File: src/rtl/ivs_dma_rsp.sv
// ivs_dma_rsp - responder side of the IVS DMA round-robin arbiter handshake.
//
// On an arbiter request the granted channel's descriptor (start byte address,
// length in beats) is latched. The transfer is split into read bursts of at
// most MAX_BURST beats, with one burst in flight at a time. Returned data is
// passed through combinationally to the consumer, tagged with the channel id.
// A one-cycle resp pulse marks completion and releases the arbiter.
//
// Ports
//   clk, rst_n       clock, asynchronous active-low reset
//   comreq           arbiter request (level, held until the cycle after resp)
//   grant_i          granted channel index, valid while comreq=1
//   desc_addr_i      per-channel start byte address, channel 0 in the LSBs
//   desc_len_i       per-channel length in beats, channel 0 in the LSBs
//   resp             one-cycle transfer-done pulse
//   err_o            one-cycle pulse with resp when the grant was out of range
//   busy_o           high whenever a transfer is in progress
//   rd_cmd_*         memory read command (valid/ready, byte address, beats-1)
//   rd_dat_*         memory read data (valid/ready, data)
//   out_*            consumer stream (valid/ready, data, channel id, last beat)
module ivs_dma_rsp #(
  parameter int NCH       = 4,
  parameter int IDW       = 2,
  parameter int AW        = 32,
  parameter int DW        = 64,
  parameter int LW        = 16,
  parameter int MAX_BURST = 16,
  parameter int BLW       = 4
) (
  input  logic              clk,
  input  logic              rst_n,
  input  logic              comreq,
  input  logic [IDW-1:0]    grant_i,
  input  logic [NCH*AW-1:0] desc_addr_i,
  input  logic [NCH*LW-1:0] desc_len_i,
  output logic              resp,
  output logic              err_o,
  output logic              busy_o,
  output logic              rd_cmd_valid,
  input  logic              rd_cmd_ready,
  output logic [AW-1:0]     rd_cmd_addr,
  output logic [BLW-1:0]    rd_cmd_len,
  input  logic              rd_dat_valid,
  output logic              rd_dat_ready,
  input  logic [DW-1:0]     rd_dat,
  output logic              out_valid,
  input  logic              out_ready,
  output logic [DW-1:0]     out_data,
  output logic [IDW-1:0]    out_id,
  output logic              out_last
);

  localparam int            BYTES_PER_BEAT = DW / 8;
  localparam logic [BLW:0]  MAXB           = (BLW+1)'(MAX_BURST);
  localparam logic [BLW:0]  BONE           = (BLW+1)'(1);

  typedef enum logic [1:0] {IDLE, CMD, DATA, RESP} state_t;

  state_t         state;
  state_t         state_nxt;
  logic [IDW-1:0] cur_id;
  logic [AW-1:0]  cur_addr;
  logic [LW-1:0]  remaining;
  logic [BLW:0]   beat_cnt;
  logic           err_flag;

  // Descriptor of the granted channel; an out-of-range grant selects nothing.
  logic [AW-1:0]  sel_addr;
  logic [LW-1:0]  sel_len;
  logic           sel_ok;

  always_comb begin
    sel_addr = '0;
    sel_len  = '0;
    sel_ok   = 1'b0;
    for (int i = 0; i < NCH; i++) begin
      if (grant_i == IDW'(i)) begin
        sel_addr = desc_addr_i[i*AW +: AW];
        sel_len  = desc_len_i[i*LW +: LW];
        sel_ok   = 1'b1;
      end
    end
  end

  // Beats in the next burst: whatever is left, capped at MAX_BURST.
  logic [BLW:0] burst;
  assign burst = (remaining >= LW'(MAX_BURST)) ? MAXB : (BLW+1)'(remaining);

  logic beat;
  assign beat = (state == DATA) && rd_dat_valid && out_ready;

  always_ff @(posedge clk or negedge rst_n) begin
    if (!rst_n) begin
      state     <= IDLE;
      cur_id    <= '0;
      cur_addr  <= '0;
      remaining <= '0;
      beat_cnt  <= '0;
      err_flag  <= 1'b0;
    end else begin
      state <= state_nxt;
      case (state)
        IDLE: begin
          if (comreq) begin
            cur_id    <= grant_i;
            cur_addr  <= sel_addr;
            remaining <= sel_len;
            beat_cnt  <= '0;
            err_flag  <= !sel_ok;
          end
        end
        CMD: begin
          if (rd_cmd_ready) begin
            beat_cnt  <= burst;
            remaining <= remaining - LW'(burst);
            // Address arithmetic wraps modulo 2^AW.
            cur_addr  <= cur_addr + AW'(burst) * AW'(BYTES_PER_BEAT);
          end
        end
        DATA: begin
          if (beat) beat_cnt <= beat_cnt - BONE;
        end
        default: ;
      endcase
    end
  end

  always_comb begin
    state_nxt    = state;
    resp         = 1'b0;
    err_o        = 1'b0;
    rd_cmd_valid = 1'b0;
    rd_cmd_addr  = '0;
    rd_cmd_len   = '0;
    rd_dat_ready = 1'b0;
    out_valid    = 1'b0;
    out_data     = '0;
    out_last     = 1'b0;
    case (state)
      IDLE: begin
        // Zero-length and out-of-range grants skip straight to the response.
        if (comreq) state_nxt = (!sel_ok || sel_len == '0) ? RESP : CMD;
      end
      CMD: begin
        rd_cmd_valid = 1'b1;
        rd_cmd_addr  = cur_addr;
        rd_cmd_len   = BLW'(burst - BONE);
        if (rd_cmd_ready) state_nxt = DATA;
      end
      DATA: begin
        // Pure pass-through: memory and consumer see each other's handshake.
        out_valid    = rd_dat_valid;
        rd_dat_ready = out_ready;
        out_data     = rd_dat;
        out_last     = (beat_cnt == BONE) && (remaining == '0);
        if (beat && beat_cnt == BONE) state_nxt = (remaining != '0) ? CMD : RESP;
      end
      RESP: begin
        resp      = 1'b1;
        err_o     = err_flag;
        state_nxt = IDLE;
      end
      default: state_nxt = IDLE;
    endcase
  end

  assign busy_o = (state != IDLE);
  assign out_id = cur_id;

endmodule

File: config.mk
export PLATFORM = sky130hd
export DESIGN_NAME = ivs_dma_rsp
export DESIGN_NICKNAME = d
export VERILOG_FILES = /design/src/rtl/ivs_dma_rsp.sv
export SDC_FILE = /design/constraint.sdc
export NUM_CORES = 1
export LEC_CHECK = 0
export CAP_MARGIN = 20
export CORE_ASPECT_RATIO = 1.25
export CORE_MARGIN = 8
export CORE_UTILIZATION = 30
export DETAILED_ROUTE_END_ITERATION = 12
export MAX_ROUTING_LAYER = met4
export PLACE_DENSITY = 0.67
export SLEW_MARGIN = 30
export SYNTH_ARGS = -nofsm -noshare
export SYNTH_HDL_FRONTEND = slang
export SYNTH_SLANG_ARGS = --single-unit
File: constraint.sdc
create_clock -name clk -period 5.9 [get_ports clk]
set_input_delay 1.475 -clock clk [delete_from_list [all_inputs] [get_ports clk]]
set_output_delay 1.475 -clock clk [all_outputs]
set_load 0.03 [all_outputs]
# After elaboration in Yosys (flattened, before gate mapping)
# Index checks and enable logic that the tools add are counted.
dict set report totals {
  register_bits 58
}
dict set report op_classes {
  add_sub_neg 4
  order_cmp 1
  eq_ne 11
  mux 38
  reduce_logical 18
}
# operator n
set ops {}
lappend ops {{$mux W32} 7}
lappend ops {{$mux W16} 6}
lappend ops {{$mux W64} 1}
lappend ops {{$pmux W32 S2} 1}
lappend ops {{$add A32 B8 Y32} 1}
lappend ops {{$logic_not A16 Y1} 2}
lappend ops {{$pmux W16 S2} 1}
lappend ops {{$mux W5} 4}
lappend ops {{$ge A16 B5 Y1 const B} 1}
lappend ops {{$reduce_bool A16 Y1} 1}
lappend ops {{$sub A16 B5 Y16} 1}
lappend ops {{$pmux W5 S3} 1}
lappend ops {{$mux W1} 10}
lappend ops {{$mux W2} 5}
lappend ops {{$eq A2 B2 Y1 const B} 4}
lappend ops {{$pmux W2 S4} 1}
lappend ops {{$ne A2 B2 Y1 const B} 3}
lappend ops {{$reduce_and A3 Y1} 2}
lappend ops {{$eq A5 B1 Y1 const B} 1}
lappend ops {{$sub A5 B1 Y5 const B} 1}
lappend ops {{$eq A2 B1 Y1 const B} 2}
lappend ops {{$logic_and A1 B1 Y1} 4}
lappend ops {{$logic_not A2 Y1} 2}
lappend ops {{$mux W4} 1}
lappend ops {{other kinds (8)} 9}

# Depth between registers and ports, before layout
# Gate-level depths: netlist of the first run.
dict set report logic_depth {
  word_depth 10
  ltp_mapped 13
}

# Worst setup path before layout of the first run
# No wires, ideal clock.
dict set report synth_path {
  kind {flip-flop to output port}
  start {register remaining[14]}
  end {output out_last}
  arrival_ps 2601
  path_slack_ps 1824
  stages_incl_launch_ff 6
  n_path_buf 1
  cell_sequence {dfrtp_1 > or4_4 > nor4_4 > buf_2 > nand4_1 > nor4b_1}
}
dict set report synth_via {
  elab_chain_len 3
}
# item line
set synth_lines {}
lappend synth_lines {{start: declaration} 63} ;# logic [LW-1:0] remaining;
lappend synth_lines {{start signal: assignment} 107} ;# remaining <= sel_len;
lappend synth_lines {{start signal: assignment} 115} ;# remaining <= remaining - LW'(burst);
lappend synth_lines {{$logic_not A16 Y1} 155} ;# out_last = (beat_cnt == BONE) && (remaining == '0);
lappend synth_lines {{$logic_and A1 B1 Y1} 155}
lappend synth_lines {{$mux W1} 139} ;# case (state)
lappend synth_lines {{end: declaration} 50} ;# output logic out_last
# No other way between the ends.

# Final worst setup path of the first run
dict set report layout_path {
  start {register remaining[14]}
  end {output rd_cmd_len[2]}
}
dict set report layout_via {
  elab_chain_len 4
}
# item line
set layout_lines {}
lappend layout_lines {{$ge A16 B5 Y1} 87} ;# assign burst = (remaining >= LW'(MAX_BURST)) ? MAXB : (BLW+1)'(remaining);
lappend layout_lines {{$mux W5} 87}
lappend layout_lines {{$sub A4 B1 Y4} 147} ;# rd_cmd_len = BLW'(burst - BONE);
lappend layout_lines {{$mux W4} 139}
lappend layout_lines {{end: declaration} 42} ;# output logic [BLW-1:0] rd_cmd_len,
# No other way between the ends.

==> flow_summary.yaml, run 1 <==
yosys:
  synthCells: 608
  syn_avg_cell_area_sq_um: 9.162
  synth.most_common_cell: "and2_1"
  ys.flop_type: "dfrtp_1"
  syn_area_sq_um: 5570
  synth_common_cells: "and2_1, nand2_1, dfrtp_1"
  synthArstFlopShare_pct: 100.0
  syn_nets: 887
  synth.distinct_cells: 61
  synth_edf_count: 0
  synth_top_area_cell: "dfrtp_1"
  synth_area_leaders: "dfrtp_1, mux4_2, and2_1, nand2_1, a21oi_1"
  synth_warnings: 0
  synth_top_area_share_pct: 26.06
  ys_seq_elements: 58
  ys_seq_area_share_pct: 26.06
routing:
  ant_nets: 0
  drtIter0Drc: 340
  detail_route.wirelength_um: 23890
  viasPerCell: 5.189
  drt-wirelength-per-cell_um: 20.17
  first_pass_iters: 4
  vias: 6144
  drcViolationCount: 0
critical_path:
  crit_required_ns: 4.43
  critical_path.max_fanout: 14
  rrSetupSlack_ns: 2.07
  endpoint: "rd_cmd_len[2]"
  crit_arrival_ns: 3.37
  reg2regPathDepth: 12
  reg2reg_to: "cur_addr[11]"
  crit_start: "remaining[14]"
  r2r_start: "remaining[14]"
  end_kind: "output port"
  start_kind: "flop"
  critPathKind: "flop to output port"
global_routing:
  track_usage_pct: 20.05
  grt_pass1_vias: 6474
  antenna_found_initial: 1
  grt-ovfl-total: 0
  grt_max_degree: 67
  grt_pass1_wl_um: 35180
clocking:
  cts_buffer_depth: 2
  ctsResizeCount: 0
  clock_latency_ns: 0.33
  clk_pin_slew_ns: 0.05
  cts_tree: "yes"
  root_buffer: "clkbuf_16"
  post-cts-setup-buffer-count: 0
  ctsHoldBuffers: 0
  cts_buffers: 9
  htreeDepth: 3
  cts.sink_count: 58
placed_design:
  port_buffers: 372
  place_ws_ns: 1.393
  hpwlAfterDp_um: 19770
  globalplace.congestion: 0.8093
  placed_cells: 1167
sta:
  max_freq_mhz: 206.2
  drv_slew: 0
  worstMarginPinSlew_ns: 0.9462
  timing.final.ws_setup_ns: 1.050
  skew_ns: 0.009014
  setup_tns_ns: 0
  setup_viol: 0
  rsz0062_at_grt: "no"
  layout_min_cycle_time_ns: 4.850
  fin_crit_sh_pct: 82.20
  hold_violations: 0
  max_slew_margin_pct: 36.77
worst_hold_path:
  min_path_type: "flop to flop"
cells_and_area:
  drive_above_1_share_pct: 8.901
  finalNonFillerCells: 1184
  fin_nets: 1229
  areaGrowthSynthToFinish_pct: 75.45
  nFillCells: 1712
floorplanning:
  die_x_um: 137.9
  fp.dieH_um: 168.3
  rows: 55
  initial_core_util_pct: 30.66
  coreArea_sq_um: 18170
  ios: 373
  die_area_sq_um: 23210
run:
  drv_cap: 0
power:
  power_density_nw_per_um2: 426.4
  p_leak_nw: 3.777
  ir_worst_vdd_mv: 0.3526
outcome:
  status: "complete, no violations"
worst min-delay path by stage:
stage,startpoint,to,cells past startpoint
2_1_floorplan,err_flag,err_flag,1
3_3_place_gp,err_flag,err_flag,1
3_5_place_dp,cur_addr[1],cur_addr[1],1
4_1_cts,cur_addr[1],cur_addr[1],1
5_1_grt,cur_addr[2],cur_addr[2],1
6_report,cur_addr[1],cur_addr[1],1
cell families after synthesis:
kind of cell	share of synthesized area (%)
xor+xnor	0.7861
compound gates	17.23
fa+ha+maj	3.504
simple gates	24.33
mux	23.58
other cells	0.06732
buf+inv	4.447
flops	26.06
power by group:
part           internal [mW]  leakage [nW]  total (mW)  switching (mW)
Sequential             0.597         0.691       0.831           0.234
Combinational           1.19          2.93        2.78            1.58
Clock                  0.379         0.156       0.561           0.182
cell usage in the layout (no fill, tap or decap), types with 5 or more instances in the layout:
| cell | count |
|---|---|
| clkdlybuf4s50_1 | 369 |
| and2_1 | 104 |
| nand2_1 | 62 |
| dfrtp_1 | 58 |
| mux4_2 | 48 |
| a21oi_1 | 42 |
| o22ai_1 | 31 |
| nor2_1 | 25 |
| mux2i_1 | 21 |
| inv_1 | 14 |
| o21ai_0 | 12 |
| ha_1 | 12 |
| nor3_1 | 10 |
| nand4_1 | 10 |
| clkbuf_16 | 9 |
| a31oi_1 | 7 |
| a22o_1 | 7 |
| nand3_1 | 7 |
| and3_1 | 6 |
| buf_4 | 6 |
| nor4_1 | 5 |
| o21ai_1 | 5 |
| nor2b_1 | 5 |
state kept, by name, indices dropped and copies added (netlist names):
register,count
state,2
out_id,2
beat_cnt,5
cur_addr,32
remaining,16
err_flag,1
layer usage:
layer	vias up	track usage, %	routed length, um
li1	2960	-	-
met1	2871	20.83	8806
met2	288	36.59	12760
met3	25	4.914	1905
met4	0	5.059	418
met5	-	-	0
area by class of cell:
type	instances	area, sq um	area share [%]
clock inverter	5	77.57	0.7938
antenna	1	2.502	0.02560
inverter	15	56.30	0.5761
clock buffer	11	242.7	2.484
timing repair buffer	378	3760	38.47
tap	228	285.3	2.919
multi-input combinational	488	3897	39.88
sequential	58	1451	14.85
stage by stage:
step / util [%] / hold WS (ns) / power, mW / instance area, sq um
after floorplan: - / 0.4450 / 2.569 / 5570
after global placement: 52.00 / 0.4760 / 3.618 / 9447
after detailed placement: 52.00 / 0.4801 / 3.642 / 9447
after CTS: 53.76 / 0.4948 / 4.221 / 9767
after global routing: 53.79 / 0.5062 / 4.469 / 9773
final: 53.79 / 0.4933 / 4.168 / 9773
worst max-delay path: stages (launching register included):
cell	delay, ns
dfrtp_1	0.41
or4_4	0.60
nor4_4	0.58
and2_1	0.30
inv_1	0.06
ha_1	0.18
xnor2_1	0.12
nor2_1	0.08
clkdlybuf4s50_1	0.71
Note: power is estimated with default switching activity, not from simulation.
==> inputs of run 2 (changes only) <==
==> constraint.sdc (replaced) <==
create_clock -name clk -period 4.8 [get_ports clk]
set_input_delay 1.2 -clock clk [delete_from_list [all_inputs] [get_ports clk]]
set_output_delay 1.2 -clock clk [all_outputs]
set_load 0.03 [all_outputs]
==> flow_summary.yaml, run 2 (synthesized netlist as in run 1, its figures left out) <==
clocking:
  cts.sink_count: 58
  post-cts-setup-buffer-count: 0
  root_buffer: "clkbuf_16"
  cts_tree: "yes"
  clk_pin_slew_ns: 0.05
  cts_buffer_depth: 2
  htreeDepth: 3
  clock_latency_ns: 0.32
  cts_buffers: 9
  ctsHoldBuffers: 0
  ctsResizeCount: 0
critical_path:
  critPathKind: "flop to output port"
  rrSetupSlack_ns: 1.41
  crit_arrival_ns: 2.97
  r2r_start: "remaining[14]"
  start_kind: "flop"
  reg2regPathDepth: 12
  reg2reg_to: "cur_addr[31]"
  end_kind: "output port"
  critical_path.max_fanout: 12
  crit_required_ns: 3.60
power:
  power.total_mw: 5.052
  p_sw_share_pct: 48.93
  power.internal_mw: 2.580
  power_switching_mw: 2.472
  p_leak_nw: 3.784
  p_clk_share_pct: 11.5
  combPwrFrac_pct: 68.2
  power_frac_seq_pct: 20.3
  ir_worst_vdd_mv: 0.2659
  power_density_nw_per_um2: 517.6
cells_and_area:
  drive_above_1_share_pct: 9.261
  fin_nets: 1235
  nFillCells: 1680
  largest_reg_flops: 32
  top_regs: "cur_addr (32), remaining (16), beat_cnt (5)"
  final_common_cell: "clkdlybuf4s50_1"
  final_util_pct: 53.72
  areaGrowthSynthToFinish_pct: 75.20
  final_cell_mix: "clkdlybuf4s50_1, and2_1, nand2_1, dfrtp_1, mux4_2"
  top_register: "cur_addr"
sta:
  setup_viol: 0
  hold_violations: 0
  rsz0062_at_grt: "no"
  max_slew_margin_pct: 39.12
  fin_crit_sh_pct: 86.86
  max_freq_mhz: 239.8
  timing.final.ws_setup_ns: 0.6306
  skew_ns: 0.004600
  layout_min_cycle_time_ns: 4.169
  hold_ws_ns: 0.4904
  worstMarginPinSlew_ns: 0.9109
  drv_slew: 0
  setup_tns_ns: 0
placed_design:
  globalplace.congestion: 0.8522
  port_buffers: 372
  place_ws_ns: 0.9522
  hpwlAfterDp_um: 20030
run:
  drv_cap: 0
floorplanning:
  fp.dieH_um: 168.3
  die_area_sq_um: 23210
  die_x_um: 137.9
  coreArea_sq_um: 18170
  initial_core_util_pct: 30.66
  ios: 373
  rows: 55
worst_hold_path:
  worstHoldEndpoint: "err_flag"
  min_path_type: "flop to flop"
  min_from: "err_flag"
  hold_depth: 1
global_routing:
  grt_pass1_wl_um: 36020
  grt-ovfl-total: 0
  grt_max_degree: 46
  track_usage_pct: 20.46
  antenna_found_initial: 1
  grt_pass1_vias: 6650
routing:
  viasPerCell: 5.208
  met2_length_um: 12860
  dr_wl_met3_um: 2074
  vias: 6198
  ant_nets: 0
  detail_route.wirelength_um: 24110
  drtIter0Drc: 352
  first_pass_iters: 4
  drcViolationCount: 0
  drt-wirelength-per-cell_um: 20.26
  wl_met1_um: 8830
  top_layer_used: "met4"
outcome:
  status: "complete, no violations"
## run 2: cell types whose count changed in the layout (fill, tap and decap cells not counted)
cell / previous run / this run
clkinvlp_4: 1 / 0
clkbuf_1: 1 / 3
clkinv_2: 2 / 3
buf_4: 6 / 13
bufinv_16: 2 / 0
buf_6: 1 / 0
## run 2: worst max path at each step
stage / start / end / cells after the start
after global routing: remaining[14] / out_last / 6
final: remaining[14] / out_last / 6
after floorplan: remaining[14] / out_last / 5
after global placement: rd_dat[20] / out_data[20] / 3
after CTS: remaining[14] / out_last / 6
after detailed placement: remaining[14] / out_last / 6
## run 2: per-stage QoR
step / cells / instance area [sq um]
2_1_floorplan: 608 / 5570
3_3_place_gp: 1173 / 9492
3_5_place_dp: 1173 / 9492
4_1_cts: 1189 / 9757
5_1_grt: 1190 / 9759
6_report: 1190 / 9759
## run 2: power groups by stage
stage	Combinational, mW	Clock [mW]	Sequential, mW
floorplan	2.21	0	0.950
global placement	3.44	0	1.02
detailed placement	3.46	0	1.03
CTS	3.47	0.591	1.02
global route	3.76	0.613	1.07
finish	3.44	0.580	1.03
## run 2: metal layers
| metal | global-route usage (%) | up-vias |
|---|---|---|
| met5 | - | - |
| met2 | 37.01 | 290 |
| met3 | 4.973 | 22 |
| li1 | - | 2972 |
| met4 | 4.778 | 0 |
| met1 | 21.70 | 2914 |
## run 2: cell type report
class                   instances  area, sq um  share of cell area [%]
multi-input cells             488         3897                   39.94
repair buffers                384         3801                   38.95
flip-flops and latches         58         1451                   14.87
well taps                     228        285.3                   2.923
clock buffers                  13        250.2                   2.564
inverters                      15        56.30                  0.5769
clock inverters                 3        15.01                  0.1538
diodes                          1        2.502                 0.02564
## run 2: critical path: stages, from the launching register on
cell and delay (ns):
dfrtp_1 0.40, or4_4 0.59, nor4_4 0.21, buf_4 0.25
nand4_1 0.11, nor4b_1 0.36, clkdlybuf4s50_1 0.75
==> inputs of run 3 (changes only) <==
--- a/config.mk
+++ b/config.mk
@@ -10,9 +10,9 @@
 export CORE_MARGIN = 8
 export CORE_UTILIZATION = 30
 export DETAILED_ROUTE_END_ITERATION = 12
+export GPL_ROUTABILITY_DRIVEN = 0
 export MAX_ROUTING_LAYER = met4
 export PLACE_DENSITY = 0.67
-export SLEW_MARGIN = 30
 export SYNTH_ARGS = -nofsm -noshare
 export SYNTH_HDL_FRONTEND = slang
 export SYNTH_SLANG_ARGS = --single-unit
==> results of run 3 <==
The final DEF is identical to that of run 2; final timing and power are the same.
